[src/rtl/serial_mag_cmp_if.sv]
// Bit-serial comparator bus: operand bits, qualifier and sign mode in;
// running relation, final result, done pulse and bit index out.
interface serial_mag_cmp_if #(
  parameter int WIDTH = 32
);
  localparam int CW = $clog2(WIDTH);

  logic          a;
  logic          b;
  logic          bit_en;
  logic          sgn;
  logic [1:0]    y;
  logic [1:0]    result;
  logic          word_done;
  logic [CW-1:0] bit_cnt;

  modport master (
    output a, b, bit_en, sgn,
    input  y, result, word_done, bit_cnt
  );

  modport slave (
    input  a, b, bit_en, sgn,
    output y, result, word_done, bit_cnt
  );
endinterface

[src/rtl/serial_mag_cmp.sv]
// Serial MSB-first magnitude comparator with word framing, bit qualifier and
// optional two's-complement handling of the sign bit.
module serial_mag_cmp #(
  parameter int WIDTH     = 32,
  parameter bit SIGNED_EN = 1'b1
) (
  input  logic           clk,
  input  logic           rst,
  serial_mag_cmp_if.slave bus
);
  localparam int CW = $clog2(WIDTH);
  localparam logic [CW-1:0] LAST_BIT = CW'(WIDTH - 1);

  typedef enum logic [1:0] {
    EQ  = 2'b00,
    AGT = 2'b01,
    BLT = 2'b10
  } state_t;

  state_t        state_reg;
  state_t        state_next;
  state_t        result_reg;
  logic          word_done_reg;
  logic [CW-1:0] bit_cnt_reg;

  logic first_bit;
  logic last_bit;
  logic invert;

  // The mode only changes how the MSB is judged, so it is taken straight
  // from sgn on the MSB edge; later bits always compare unsigned.
  assign first_bit = (bit_cnt_reg == '0);
  assign last_bit  = (bit_cnt_reg == LAST_BIT);
  assign invert    = first_bit & bus.sgn & SIGNED_EN;

  always_comb begin
    state_t base;
    base       = first_bit ? EQ : state_reg;
    state_next = base;
    if (base == EQ) begin
      if (bus.a && !bus.b)
        state_next = invert ? BLT : AGT;
      else if (!bus.a && bus.b)
        state_next = invert ? AGT : BLT;
    end
  end

  always_ff @(posedge clk) begin
    if (rst) begin
      state_reg     <= EQ;
      result_reg    <= EQ;
      word_done_reg <= 1'b0;
      bit_cnt_reg   <= '0;
    end else begin
      word_done_reg <= 1'b0;
      if (bus.bit_en) begin
        state_reg <= state_next;
        if (last_bit) begin
          bit_cnt_reg   <= '0;
          result_reg    <= state_next;
          word_done_reg <= 1'b1;
        end else begin
          bit_cnt_reg <= bit_cnt_reg + CW'(1);
        end
      end
    end
  end

  assign bus.y         = state_reg;
  assign bus.result    = result_reg;
  assign bus.word_done = word_done_reg;
  assign bus.bit_cnt   = bit_cnt_reg;
endmodule
[src/flat_wrapper.sv]
// flat-port wrapper written by rule: the top's interface ports become plain ports
module serial_mag_cmp_flat 
#(
  parameter int WIDTH     = 32,
  parameter bit SIGNED_EN = 1'b1
)
  (clk, rst, bus_a, bus_b, bus_bit_en, bus_sgn, bus_y, bus_result, bus_word_done, bus_bit_cnt);
  serial_mag_cmp_if #(.WIDTH(WIDTH)) bus_i ();
  input  logic clk;
  input  logic rst;
  input wire logic [$bits(bus_i.a)-1:0] bus_a;
  input wire logic [$bits(bus_i.b)-1:0] bus_b;
  input wire logic [$bits(bus_i.bit_en)-1:0] bus_bit_en;
  input wire logic [$bits(bus_i.sgn)-1:0] bus_sgn;
  output wire logic [$bits(bus_i.y)-1:0] bus_y;
  output wire logic [$bits(bus_i.result)-1:0] bus_result;
  output wire logic [$bits(bus_i.word_done)-1:0] bus_word_done;
  output wire logic [$bits(bus_i.bit_cnt)-1:0] bus_bit_cnt;
  assign bus_i.a = bus_a;
  assign bus_i.b = bus_b;
  assign bus_i.bit_en = bus_bit_en;
  assign bus_i.sgn = bus_sgn;
  assign bus_y = bus_i.y;
  assign bus_result = bus_i.result;
  assign bus_word_done = bus_i.word_done;
  assign bus_bit_cnt = bus_i.bit_cnt;
  serial_mag_cmp #(.WIDTH(WIDTH), .SIGNED_EN(SIGNED_EN)) u_core (.clk(clk), .rst(rst), .bus(bus_i));
endmodule
[config.mk]
export PLATFORM = sky130hd
export DESIGN_NAME = serial_mag_cmp_flat
export DESIGN_NICKNAME = d
export VERILOG_FILES = /design/src/rtl/serial_mag_cmp_if.sv /design/src/rtl/serial_mag_cmp.sv /design/src/flat_wrapper.sv
export SDC_FILE = /design/constraint.sdc
export NUM_CORES = 1
export LEC_CHECK = 0
export BUFFER_PORTS_ARGS = -buffer_cell sky130_fd_sc_hd__buf_2
export CORE_UTILIZATION = 40
export DETAILED_ROUTE_END_ITERATION = 10
export GPL_TIMING_DRIVEN = 1
export HOLD_SLACK_MARGIN = 0.1
export PLACE_DENSITY = 0.65
export SLEW_MARGIN = 40
export SYNTH_ARGS = -nofsm -noshare
export SYNTH_HDL_FRONTEND = slang
export SYNTH_SLANG_ARGS = --single-unit
export TNS_END_PERCENT = 1
[constraint.sdc]
create_clock -name clk -period 1.7 [get_ports clk]
set_input_delay 0.085 -clock clk [delete_from_list [all_inputs] [get_ports clk]]
set_output_delay 0.085 -clock clk [all_outputs]
set_load 0.005 [all_outputs]
# Word level (Yosys, flattened, before mapping)
# Cells that the tools add are included.
# op_classes
addsub	1
multipliers	0
n_div	0
magnitude_cmp	0
eq_ne	1
shifts	0
n_mux	8
bitwise	2
reduce_logical	8
# op_table
op	n
2-to-1 mux 2 bit	6
adder 5 x 1 -> 5 bit (second input constant)	1
== test 5 bit (second input constant)	1
zero test 5 bit	1
2-to-1 mux 5 bit	1
logical AND 1 bit	2
zero test 1 bit	2
zero test 2 bit	1
AND reduction 2 bit	1
OR reduction 2 bit	1
AND 1 bit	1
2-to-1 mux 1 bit	1
inverter 1 bit	1
# word_totals
ff_bits	10
latchBits	0
ramBits	0
rom_bits	0
in_bits	6
output_inout_bits	10
wordCells	24
memories	0

# Logic depth before layout (Yosys ltp)
# Gate-level depths: netlist (run 1).
# depth
word_depth	6
ltp_mapped	6

# Worst setup path after synthesis (run 1)
# No wires, ideal clock.
# synth_path
path_kind	reg2reg
startpoint	register u_core.bit_cnt_reg[0] (netlist: u_core.bus.bit_cnt[0])
endpoint	register u_core.bit_cnt_reg[3] (netlist: u_core.bus.bit_cnt[3])
setup_ns	0.071
arrival_ns	1.565
path_slack_ns	0.064
path_stages_with_launch	6
n_path_buf	0
path_cell_list	dfxtp_1 > ha_1 > and3_2 > ha_1 > or4_1 > a21oi_1
# synth_between
elab_chain_len	2
word_cells_on_any_way	3
cone_classes	add/sub: 1; eq/ne: 1; mux: 1
# synth_rtl
element	line_no	text
start: declaration	serial_mag_cmp.sv:24	logic [CW-1:0] bit_cnt_reg;
start signal: assignment	serial_mag_cmp.sv:63	bit_cnt_reg <= bit_cnt_reg + CW'(1);
== test 5 bit	serial_mag_cmp.sv:33	assign last_bit = (bit_cnt_reg == LAST_BIT);
named net u_core.last_bit	serial_mag_cmp.sv:27	logic last_bit;
2-to-1 mux 5 bit	serial_mag_cmp.sv:58	if (last_bit) begin
# The timed path passes the listed nets, and every way through them passes these cells.
# A chain may end at the register's enable or synchronous reset.

# Worst setup path after layout (run 1)
# Ends and elaborated chain as after synthesis.

==> results of run 1 <==
what timing repair did:
| item | in CTS | in global routing |
|---|---|---|
| setup buffers | 0 | 0 |
| resized for setup | 0 | 1 |
| setup endpoints to repair | 0 | 2 |
final cells by class:
cell class | instances | area (um^2)
fill | 119 | 502
sequential | 10 | 200
multi-input combinational | 41 | 320
timing repair buffer | 18 | 97.6
clock buffer | 3 | 22.5
inverter | 3 | 11.3
tap | 14 | 17.5
critical path, delay by kind of cell, from the launching register on:
kind	cells	cell delay (ns)
AO/OA/AOI/OAI	1	0.14
adder cells (fa/ha/maj)	2	0.42
flip-flops	1	0.32
AND/OR/NAND/NOR	2	0.68
through the flow:
stage | std cells | power (mW) | hold WS, ns
floorplan | 56 | 0.303 | 0.292
global placement | 86 | 0.333 | 0.394
detailed placement | 86 | 0.334 | 0.391
CTS | 89 | 0.491 | 0.110
global route | 89 | 0.512 | 0.126
finish | 89 | 0.484 | 0.113
worst paths after layout:
path              cells after the start               endpoint  slack, ns
setup reg to reg                      5  u_core.bus.bit_cnt[3]       0.08
hold reg to reg                       2   u_core.bus.result[0]       0.50
setup / recovery                      5  u_core.bus.bit_cnt[3]       0.08
hold / removal                        2  u_core.bus.bit_cnt[3]       0.11
cells in the final DEF, fill, tap and decap left out, drive strengths merged, types with 3 or more instances in the layout:
cell / count
a21oi: 3
a311oi: 4
buf: 18
clkbuf: 3
dfxtp: 10
ha: 3
inv: 3
mux2i: 6
nor2: 8
nor3b: 5
cell usage after synthesis (all sizes together):
cell type	n	area, um^2
a21oi	3	15.0
a311oi	4	35.0
a31oi	1	6.26
and2	1	6.26
and3	1	7.51
and3b	2	17.5
and4bb	1	12.5
buf	1	3.75
clkbuf	1	3.75
dfxtp	10	200
ha	3	37.5
inv	3	11.3
mux2i	6	60.1
nand3	1	5.00
nor2	8	30.0
nor2b	1	6.26
nor3b	5	37.5
nor4b	1	23.8
o21ai	2	10.0
or4	1	7.51
routing by layer:
| layer | part of all wire | global-route usage | vias up |
|---|---|---|---|
| met5 | 0 | 0 | - |
| met4 | 0 | 0.0776 | 0 |
| met3 | 0.054 | 0.104 | 0 |
| met2 | 0.43 | 0.229 | 11 |
| met1 | 0.51 | 0.235 | 217 |
| li1 | - | - | 246 |
logic make-up (layout without fill, tap and decap cells):
kind of cell | count (synthesis) | count (layout) | share of synthesized area
buffers and inverters | 5 | 24 | 0.0350
multiplexers | 6 | 6 | 0.112
flip-flops | 10 | 10 | 0.373
AO/OA/AOI/OAI | 10 | 10 | 0.124
AND/OR/NAND/NOR | 22 | 22 | 0.287
adder cells (fa/ha/maj) | 3 | 3 | 0.0699
power groups by stage:
stage | registers [mW] | clock network (mW) | logic [mW]
6_report | 0.249 | 0.155 | 0.0805
5_1_grt | 0.249 | 0.173 | 0.0898
4_1_cts | 0.249 | 0.162 | 0.0807
3_5_place_dp | 0.254 | 0 | 0.0803
3_3_place_gp | 0.253 | 0 | 0.0797
2_1_floorplan | 0.256 | 0 | 0.0468
==> metrics.md, run 1 <==
| Metric | Value |
|---|---|
| Height of the die | 38.6 um |
| Logic pwr share | 0.166 |
| Worst vdd ir | 0.434 mV |
| DR iter-0 viols | 12 |
| Die Span X | 38.6 um |
| Worst setup SP type | flop |
| Total Neg Setup Slack | 0 ns |
| Critical path's slowest cell | or4_1 |
| Area after DPL | 644 um^2 |
| CTS buffer count | 3 |
| PwrDens | 724 nW/um^2 |
| Ys Warns | 0 |
| Core footprint | 1170 um^2 |
| Switching share of power | 0.249 |
| Depth of the CTS H-tree | 1 |
| Sequential share of power | 0.513 |
| CP Max Fanout | 6 |
| Final setup violation count | 0 |
| GP Congestion | 0.791 |
| Mapped Cells | 56 |
| Launch point of the worst path | u_core.bus.bit_cnt[0] |
| Proportion of layout cells with a drive suffix above 1 | 0.333 |
| Final Cell Area | 669 um^2 |
| Slew HR | 0.714 |
| Initial antenna violation count | 0 |
| Initial Util | 0.458 |
| CTS tree | done |
| GRT Total Usage | 0.179 |
| Post-route setup slack | 0.0758 ns |
| Post-Syn Area | 537 um^2 |
| Row count | 12 |
| Cts hold-fix bufs | 0 |
| Max-cap violations | 0 |
| Worst setup path class | flop to flop |
| Final #Nets | 86 |
| Number of top-level pins | 16 |
| Register area share after synthesis | 0.373 |
| Clock root buffer master | clkbuf_4 |
| DRC | 0 |
| Fmax | 0.616 GHz |
| Clock Sink Count | 10 |
| Final hold vios | 0 |
| Dpl ws | 0.0692 ns |
| Crit-path cells | ha_1 -> and3_2 -> ha_2 -> or4_1 -> a21oi_1 |
| Final Slew Violations | 0 |
| Initial DRT Pass Iterations | 4 |
| Vias post-DR | 474 |
| Leakage power total | 0.329 nW |
| Syn Area/Cell | 9.59 um^2 |
| CP endpoint kind | flop |
| Clock Tree Buf Depth | 2 |
| Final period util | 0.955 |
| Vias in the first global route | 384 |
| Avg Vias per Cell | 5.33 |
| Clk_skew | 0.00530 ns |
| Area delta synth->final | 24.7% |
| Yosys reg bits | 10 |
| Dpl hpwl | 835 um |
| Syn_nets | 65 |
| Fin crit period | 1.62 ns |
| Wire per inst | 12.5 um |
| Worst hold start | rst |
| Worst Hold Class | input port to flop |
| WP data required | 1.90 ns |
| Pint | 0.364 mW |
| Clock group share of total power | 0.320 |
| R2r startpoint | u_core.bus.bit_cnt[0] |
| Count of cell types in the netlist | 20 |
| Diode count | 0 |
| CTS clock-pin slew for the worst setup and hold paths | 0.06 ns |
| RSZ-0062 raised after global routing | no |
| First-pass GRT wire length | 1710 um |
| Max reg flops | 5 |
| Congestion Overflow GR | 0 |
| Post-route ant nets | 0 |
| Clk_lat worst skew | 0.26 ns |
| Worst Max-Slew Pin Slew | 0.426 ns |
| Finished Core Util | 0.572 |
| Switch Pwr | 0.121 mW |
| Status | completed |
| Crit path DAT | 1.82 ns |
| IO buf count | 15 |
| Full die area | 1490 um^2 |
| Largest net degree at the start of global routing | 12 |
| CP peak stage delay | 0.46 ns |
| WL final | 1110 um |
Power figures use the tool's default switching activity.
==> run 2: changes to the inputs <==
--- a/config.mk
+++ b/config.mk
@@ -6,11 +6,12 @@
 export NUM_CORES = 1
 export LEC_CHECK = 0
 export BUFFER_PORTS_ARGS = -buffer_cell sky130_fd_sc_hd__buf_2
-export CORE_UTILIZATION = 40
+export CORE_AREA = 2 2 39 41
 export DETAILED_ROUTE_END_ITERATION = 10
+export DIE_AREA = 0 0 41 43
 export GPL_TIMING_DRIVEN = 1
 export HOLD_SLACK_MARGIN = 0.1
-export PLACE_DENSITY = 0.65
+export PLACE_DENSITY = 0.67
 export SLEW_MARGIN = 40
 export SYNTH_ARGS = -nofsm -noshare
 export SYNTH_HDL_FRONTEND = slang
==> run 2 against run 1 <==
Clock power increased by 37%. Critical path depth is the same. Maximum frequency is 0.82% higher. Critical endpoint unchanged.
==> metrics.md, run 2 (synthesized netlist as in run 1, its figures left out) <==
| Metric | Value |
|---|---|
| Proportion of layout cells with a drive suffix above 1 | 0.342 (+0.00877) |
| Full die area | 1760 um^2 (+18%) |
| Clock Sink Count | 10 (unchanged) |
| Initial Util | 0.388 (-0.0704) |
| Wire per inst | 12.1 um (-2.7%) |
| Global routing usage on met3 | 0.0471 (-0.0569) |
| Worst path bufs/invs | 0 (unchanged) |
| DR iter-0 viols | 6 (-6) |
| Dpl hpwl | 850 um (+1.7%) |
| Worst setup path class | flop to flop |
| R2r startpoint | u_core.bus.bit_cnt[0] |
| Avg Vias per Cell | 5.21 (-2.2%) |
| WL final | 1120 um (+0.63%) |
| # fillers | 148 (+24%) |
| Logic pwr share | 0.147 (-0.019) |
| Post-route ant nets | 0 (unchanged) |
| Final #Nets | 86 (unchanged) |
| Status | completed |
| Cts hold-fix bufs | 0 (unchanged) |
| Delay-heaviest family, CP | simple AND/OR/NAND/NOR gates |
| CTS tree | done |
| Worst setup SP type | flop |
| Final setup violation count | 0 (unchanged) |
| Fin crit period | 1.61 ns (-0.0132 ns) |
| Met1 usage | 0.186 (-0.0494) |
| Area after DPL | 647 um^2 (+0.39%) |
| Commonest cells after routing, fill and taps aside | 15 x buf_2, 10 x dfxtp_1, 8 x nor2_1, 6 x mux2i_1, 5 x nor3b_1 |
| DRC | 0 (unchanged) |
| Reg2reg path depth | 5 (unchanged) |
| Clk_skew | 0.0104 ns (+0.00506 ns) |
| Initial antenna violation count | 0 (unchanged) |
| GRT Total Usage | 0.154 (-0.0244) |
| CP endpoint kind | flop |
| Largest net degree at the start of global routing | 12 (unchanged) |
| Worst hold start | rst |
| Pint | 0.412 mW (+13%) |
| Crit-path cells | ha_1 -> and3_2 -> ha_2 -> or4_1 -> a21oi_1 |
| Initial DRT Pass Iterations | 4 (unchanged) |
| Total Neg Setup Slack | 0 ns (unchanged) |
| CTS buffer count | 3 (unchanged) |
| Final period util | 0.948 (-0.00774) |
| Crit path DAT | 1.81 ns (about the same) |
| Depth of the CTS H-tree | 1 (unchanged) |
| Congestion Overflow GR | 0 (unchanged) |
| Final hold vios | 0 (unchanged) |
| Slew HR | 0.726 (+0.0112) |
| Switch Pwr | 0.127 mW (+4.9%) |
| Top Usage Layer GRT | met2 |
| Fmax | 0.621 GHz (+0.82%) |
| Vias in the first global route | 425 (+11%) |
| Sequential share of power | 0.459 (-0.054) |
| Grt met2 use | 0.244 (+0.0146) |
| Final Slew Violations | 0 (unchanged) |
| Max reg flops | 5 (unchanged) |
| Hold Path Sink | u_core.bus.bit_cnt[3] |
| Critical path's slowest cell | or4_1 |
| R2r setup slk | 0.09 ns (about the same) |
| First-pass GRT wire length | 1830 um (+6.8%) |
| Leakage power total | 0.336 nW (+2.2%) |
| R2r endpoint | u_core.bus.bit_cnt[3] |
| CP peak stage delay | 0.47 ns (about the same) |
| RSZ-0062 raised after global routing | yes |
| WHS Path Cells | 2 (unchanged) |
| Clk_lat worst skew | 0.26 ns (about the same) |
| Core footprint | 1380 um^2 (+18%) |
| Switching share of power | 0.235 (-0.0140) |
| PwrDens | 785 nW/um^2 (+8.5%) |
| Launch point of the worst path | u_core.bus.bit_cnt[0] |
| Worst Hold Class | input port to flop |
| WP data required | 1.90 ns (about the same) |
| Worst vdd ir | 0.359 mV (-17%) |
| Worst Max-Slew Pin Slew | 0.410 ns (-0.0167 ns) |
| Clock group share of total power | 0.394 (+0.074) |
| Die Span X | 41 um (+6.1%) |
| Area delta synth->final | 27.7% |
| Number of top-level pins | 16 (unchanged) |
| CTS clock-pin slew for the worst setup and hold paths | 0.07 ns (about the same) |
| Vias post-DR | 479 (+1.1%) |
| GP Congestion | 0.684 (-14%) |
| Row count | 14 (+2) |
| Most common cell after layout, fill and taps aside | buf_2 |
| Clock Tree Buf Depth | 2 (unchanged) |
| Height of the die | 43 um (+11%) |
| Clock root buffer master | clkbuf_4 |
| Hold WS | 0.114 ns (+0.00103 ns) |
| Max-cap violations | 0 (unchanged) |
| IO buf count | 15 (unchanged) |
| Final Cell Area | 686 um^2 (+2.4%) |
| CP Max Fanout | 6 (unchanged) |
| Post-route setup slack | 0.0890 ns (+0.0132 ns) |
| Diode count | 0 (unchanged) |
| Dpl ws | 0.0631 ns (-0.00613 ns) |
-- run 2: cell types whose count changed in the layout (fill, tap and decap cells not counted) --
cell,before,now
clkbuf_8,0,1
-- run 2: per-layer routing --
layer | part of all wire | routed length [um]
met5 | 0 | 0
met4 | 0.0045 | 5
met3 | 0.056 | 63
met2 | 0.49 | 548
met1 | 0.45 | 499
-- run 2: power by group through the flow --
| stage | combinational [mW] | sequential (mW) | clock [mW] |
|---|---|---|---|
| after floorplan | 0.0468 | 0.256 | 0 |
| final | 0.0791 | 0.247 | 0.212 |
| after CTS | 0.0806 | 0.247 | 0.221 |
| after global placement | 0.0795 | 0.253 | 0 |
| after detailed placement | 0.0803 | 0.253 | 0 |
| after global routing | 0.0895 | 0.249 | 0.234 |
-- run 2: worst max path at each step --
stage / endpoint / cells past startpoint
after CTS: u_core.bus.bit_cnt[3] / 5
after global routing: u_core.bus.result[1] / 6
after detailed placement: u_core.bus.bit_cnt[3] / 5
after floorplan: u_core.bus.bit_cnt[3] / 5
after global placement: u_core.bus.bit_cnt[3] / 5
final: u_core.bus.bit_cnt[3] / 5
-- run 2: worst reg2reg max path, stage by stage, from the launching register on --
cell	delay, ns
dfxtp_1	0.31
ha_1	0.22
and3_2	0.22
ha_2	0.20
or4_1	0.47
a21oi_1	0.15
-- run 2: metrics by stage --
stage,power [mW],utilization,instances
floorplan,0.303,-,56
global placement,0.332,0.467,88
detailed placement,0.333,0.467,88
CTS,0.549,0.494,92
global route,0.573,0.495,92
finish,0.538,0.495,92
-- run 2: repair_timing --
item | 4_1_cts | 5_1_grt
buffers inserted | 0 | 0
hold endpoints to repair | 0 | 0
endpoints found under the setup margin | 0 | 4
gates resized for setup | 0 | 1
-- run 2: layout make-up --
| type | instances | area, um^2 | share of cell area |
|---|---|---|---|
| multi-input cells | 41 | 320 | 0.467 |
| repair buffers | 18 | 97.6 | 0.142 |
| clock buffers | 4 | 36.3 | 0.0529 |
| inverters | 3 | 11.3 | 0.0164 |
| flip-flops and latches | 10 | 200 | 0.292 |
| well taps | 16 | 20.0 | 0.0292 |
==> run 3: changes to the inputs <==
--- a/config.mk
+++ b/config.mk
@@ -6,12 +6,13 @@
 export NUM_CORES = 1
 export LEC_CHECK = 0
 export BUFFER_PORTS_ARGS = -buffer_cell sky130_fd_sc_hd__buf_2
-export CORE_AREA = 2 2 39 41
+export CELL_PAD_IN_SITES_DETAIL_PLACEMENT = 1
+export CELL_PAD_IN_SITES_GLOBAL_PLACEMENT = 2
+export CORE_UTILIZATION = 25
 export DETAILED_ROUTE_END_ITERATION = 10
-export DIE_AREA = 0 0 41 43
 export GPL_TIMING_DRIVEN = 1
 export HOLD_SLACK_MARGIN = 0.1
-export PLACE_DENSITY = 0.67
+export PLACE_DENSITY_LB_ADDON = 0.1
 export SLEW_MARGIN = 40
 export SYNTH_ARGS = -nofsm -noshare
 export SYNTH_HDL_FRONTEND = slang
==> run 3 against run 2 <==
Die area is 33% higher. Utilization is 14 points lower. Maximum frequency is 1.0% higher. Non-clock buffer count is 1 higher. Flip-flop and latch count stayed put. Register-to-register slack better by 0.02 ns. Sequential power hardly changed. Design area is 3.3% higher. Critical path type unchanged. Largest power group unchanged. Highest routed layer unchanged.
==> metrics.md, run 3 (synthesized netlist as in run 1, its figures left out) <==
| Metric | Value |
|---|---|
| Largest net degree at the start of global routing | 12 (unchanged) |
| Depth of the CTS H-tree | 1 (unchanged) |
| Initial Util | 0.271 (-0.117) |
| Max reg flops | 5 (unchanged) |
| Area delta synth->final | 31.9% |
| WP data required | 1.91 ns (about the same) |
| Worst Hold Class | input port to flop |
| Final Non-Filler Cells | 104 (+13%) |
| Clk_lat worst skew | 0.27 ns (about the same) |
| Clock Sink Count | 10 (unchanged) |
| Fmax | 0.627 GHz (+1.0%) |
| Worst setup path class | flop to flop |
| # fillers | 247 (+67%) |
| Slew HR | 0.846 (+0.120) |
| First-pass GRT wire length | 2280 um (+25%) |
| Diode count | 0 (unchanged) |
| Avg Vias per Cell | 4.73 (-9.1%) |
| Worst setup SP type | flop |
| IO buf count | 15 (unchanged) |
| GP Congestion | 0.763 (+12%) |
| Initial antenna violation count | 0 (unchanged) |
| Row count | 16 (+2) |
| Crit-path cells | ha_1 -> and3_2 -> ha_2 -> or4_1 -> a21oi_1 |
| CTS clock-pin slew for the worst setup and hold paths | 0.07 ns (about the same) |
| Final hold vios | 0 (unchanged) |
| Final #Nets | 87 (+1.2%) |
| Die Span X | 48.3 um (+18%) |
| Max-cap violations | 0 (unchanged) |
| Commonest cells after routing, fill and taps aside | 15 x buf_2, 10 x dfxtp_1, 8 x nor2_1, 6 x mux2i_1, 5 x nor3b_1 |
| Fin crit period | 1.59 ns (-0.0164 ns) |
| Worst Max-Slew Pin Slew | 0.225 ns (-0.185 ns) |
| CP peak stage delay | 0.46 ns (about the same) |
| Total Neg Setup Slack | 0 ns (unchanged) |
| Hold WS | 0.113 ns (-0.00103 ns) |
| Number of top-level pins | 16 (unchanged) |
| Post-route setup slack | 0.105 ns (+0.0164 ns) |
| Leakage power total | 0.341 nW (+1.6%) |
| Cts hold-fix bufs | 0 (unchanged) |
| Core footprint | 1980 um^2 (+43%) |
| Most common cell after layout, fill and taps aside | buf_2 |
| CTS buffer count | 3 (unchanged) |
| DR iter-0 viols | 0 (-6) |
| Clock Tree Buf Depth | 2 (unchanged) |
| Post-route ant nets | 0 (unchanged) |
| Initial DRT Pass Iterations | 1 (-3) |
| Worst vdd ir | 0.323 mV (-10%) |
| Dpl ws | 0.0589 ns (-0.00420 ns) |
| DRC | 0 (unchanged) |
| PwrDens | 778 nW/um^2 (-0.87%) |
| Wire per inst | 12.6 um (+3.7%) |
| Critical path's slowest cell | or4_1 |
| CP Max Fanout | 6 (unchanged) |
| Congestion Overflow GR | 0 (unchanged) |
| CTS tree | done |
| WL final | 1310 um (+17%) |
| Final Slew Violations | 0 (unchanged) |
| Placed cells | 99 (+13%) |
| RSZ-0062 raised after global routing | no |
| Vias post-DR | 492 (+2.7%) |
| Crit path DAT | 1.80 ns (about the same) |
| Height of the die | 48.3 um (+12%) |
| Final setup violation count | 0 (unchanged) |
| Finished Core Util | 0.357 (-0.138) |
| Proportion of layout cells with a drive suffix above 1 | 0.364 (+0.0215) |
| Final period util | 0.938 (-0.00967) |
| Clock root buffer master | clkbuf_4 |
| Full die area | 2340 um^2 (+33%) |
| CP endpoint kind | flop |
| Dpl hpwl | 1030 um (+21%) |
| Clk_skew | 0.00613 ns (-0.00423 ns) |
| Vias in the first global route | 500 (+18%) |
| Status | completed |
| GRT Total Usage | 0.129 (-0.0249) |
## run 3: changes by cell type in the layout (fill, tap and decap cells not counted)
| cell | previous run | this run |
|---|---|---|
| buf_4 | 3 | 4 |
| and2_1 | 1 | 0 |
| and2_2 | 0 | 1 |
## run 3: final timing paths
kind                          from  slack [ns]  depth (start not counted)               endpoint
max          u_core.bus.bit_cnt[0]        0.11                          5  u_core.bus.bit_cnt[3]
min                            rst        0.11                          2  u_core.bus.bit_cnt[3]
min reg2reg   u_core.bus.result[0]        0.50                          2   u_core.bus.result[0]
max reg2reg  u_core.bus.bit_cnt[0]        0.11                          5  u_core.bus.bit_cnt[3]
## run 3: critical path: cells and delay by family (launching register included)
family | cells | cell delay, ns
AOI/OAI and AO/OA | 1 | 0.14
DFF | 1 | 0.32
adders and majority gates | 2 | 0.40
and+or+nand+nor | 2 | 0.68
## run 3: metrics by stage
stage | instance area (um^2) | power, mW
floorplan | 537 | 0.303
global placement | 661 | 0.335
detailed placement | 661 | 0.336
CTS | 697 | 0.560
global route | 708 | 0.583
finish | 708 | 0.551
## run 3: final cells by class
cell class	count	area, um^2	share of cell area
Clock buffer	4	36.3	0.0512
Inverter	3	11.3	0.0159
Multi-Input combinational cell	41	322	0.454
Sequential cell	10	200	0.283
Tap cell	27	33.8	0.0477
Timing Repair Buffer	19	105	0.148
## run 3: power by group
group / internal [mW] / switching, mW
registers: 0.242 / 0.00626
clock network: 0.130 / 0.0881
logic: 0.0432 / 0.0417
total: 0.415 / 0.136
## run 3: layer usage
metal	part of all wire	global-route usage
met5	0	0
met4	0.0099	0.0980
met3	0.036	0.0283
met2	0.50	0.214
met1	0.46	0.145
## run 3: what timing repair did
action,4_1_cts,5_1_grt
endpoints found under the setup margin,0,5
setup buffers,0,1
resized for setup,0,2
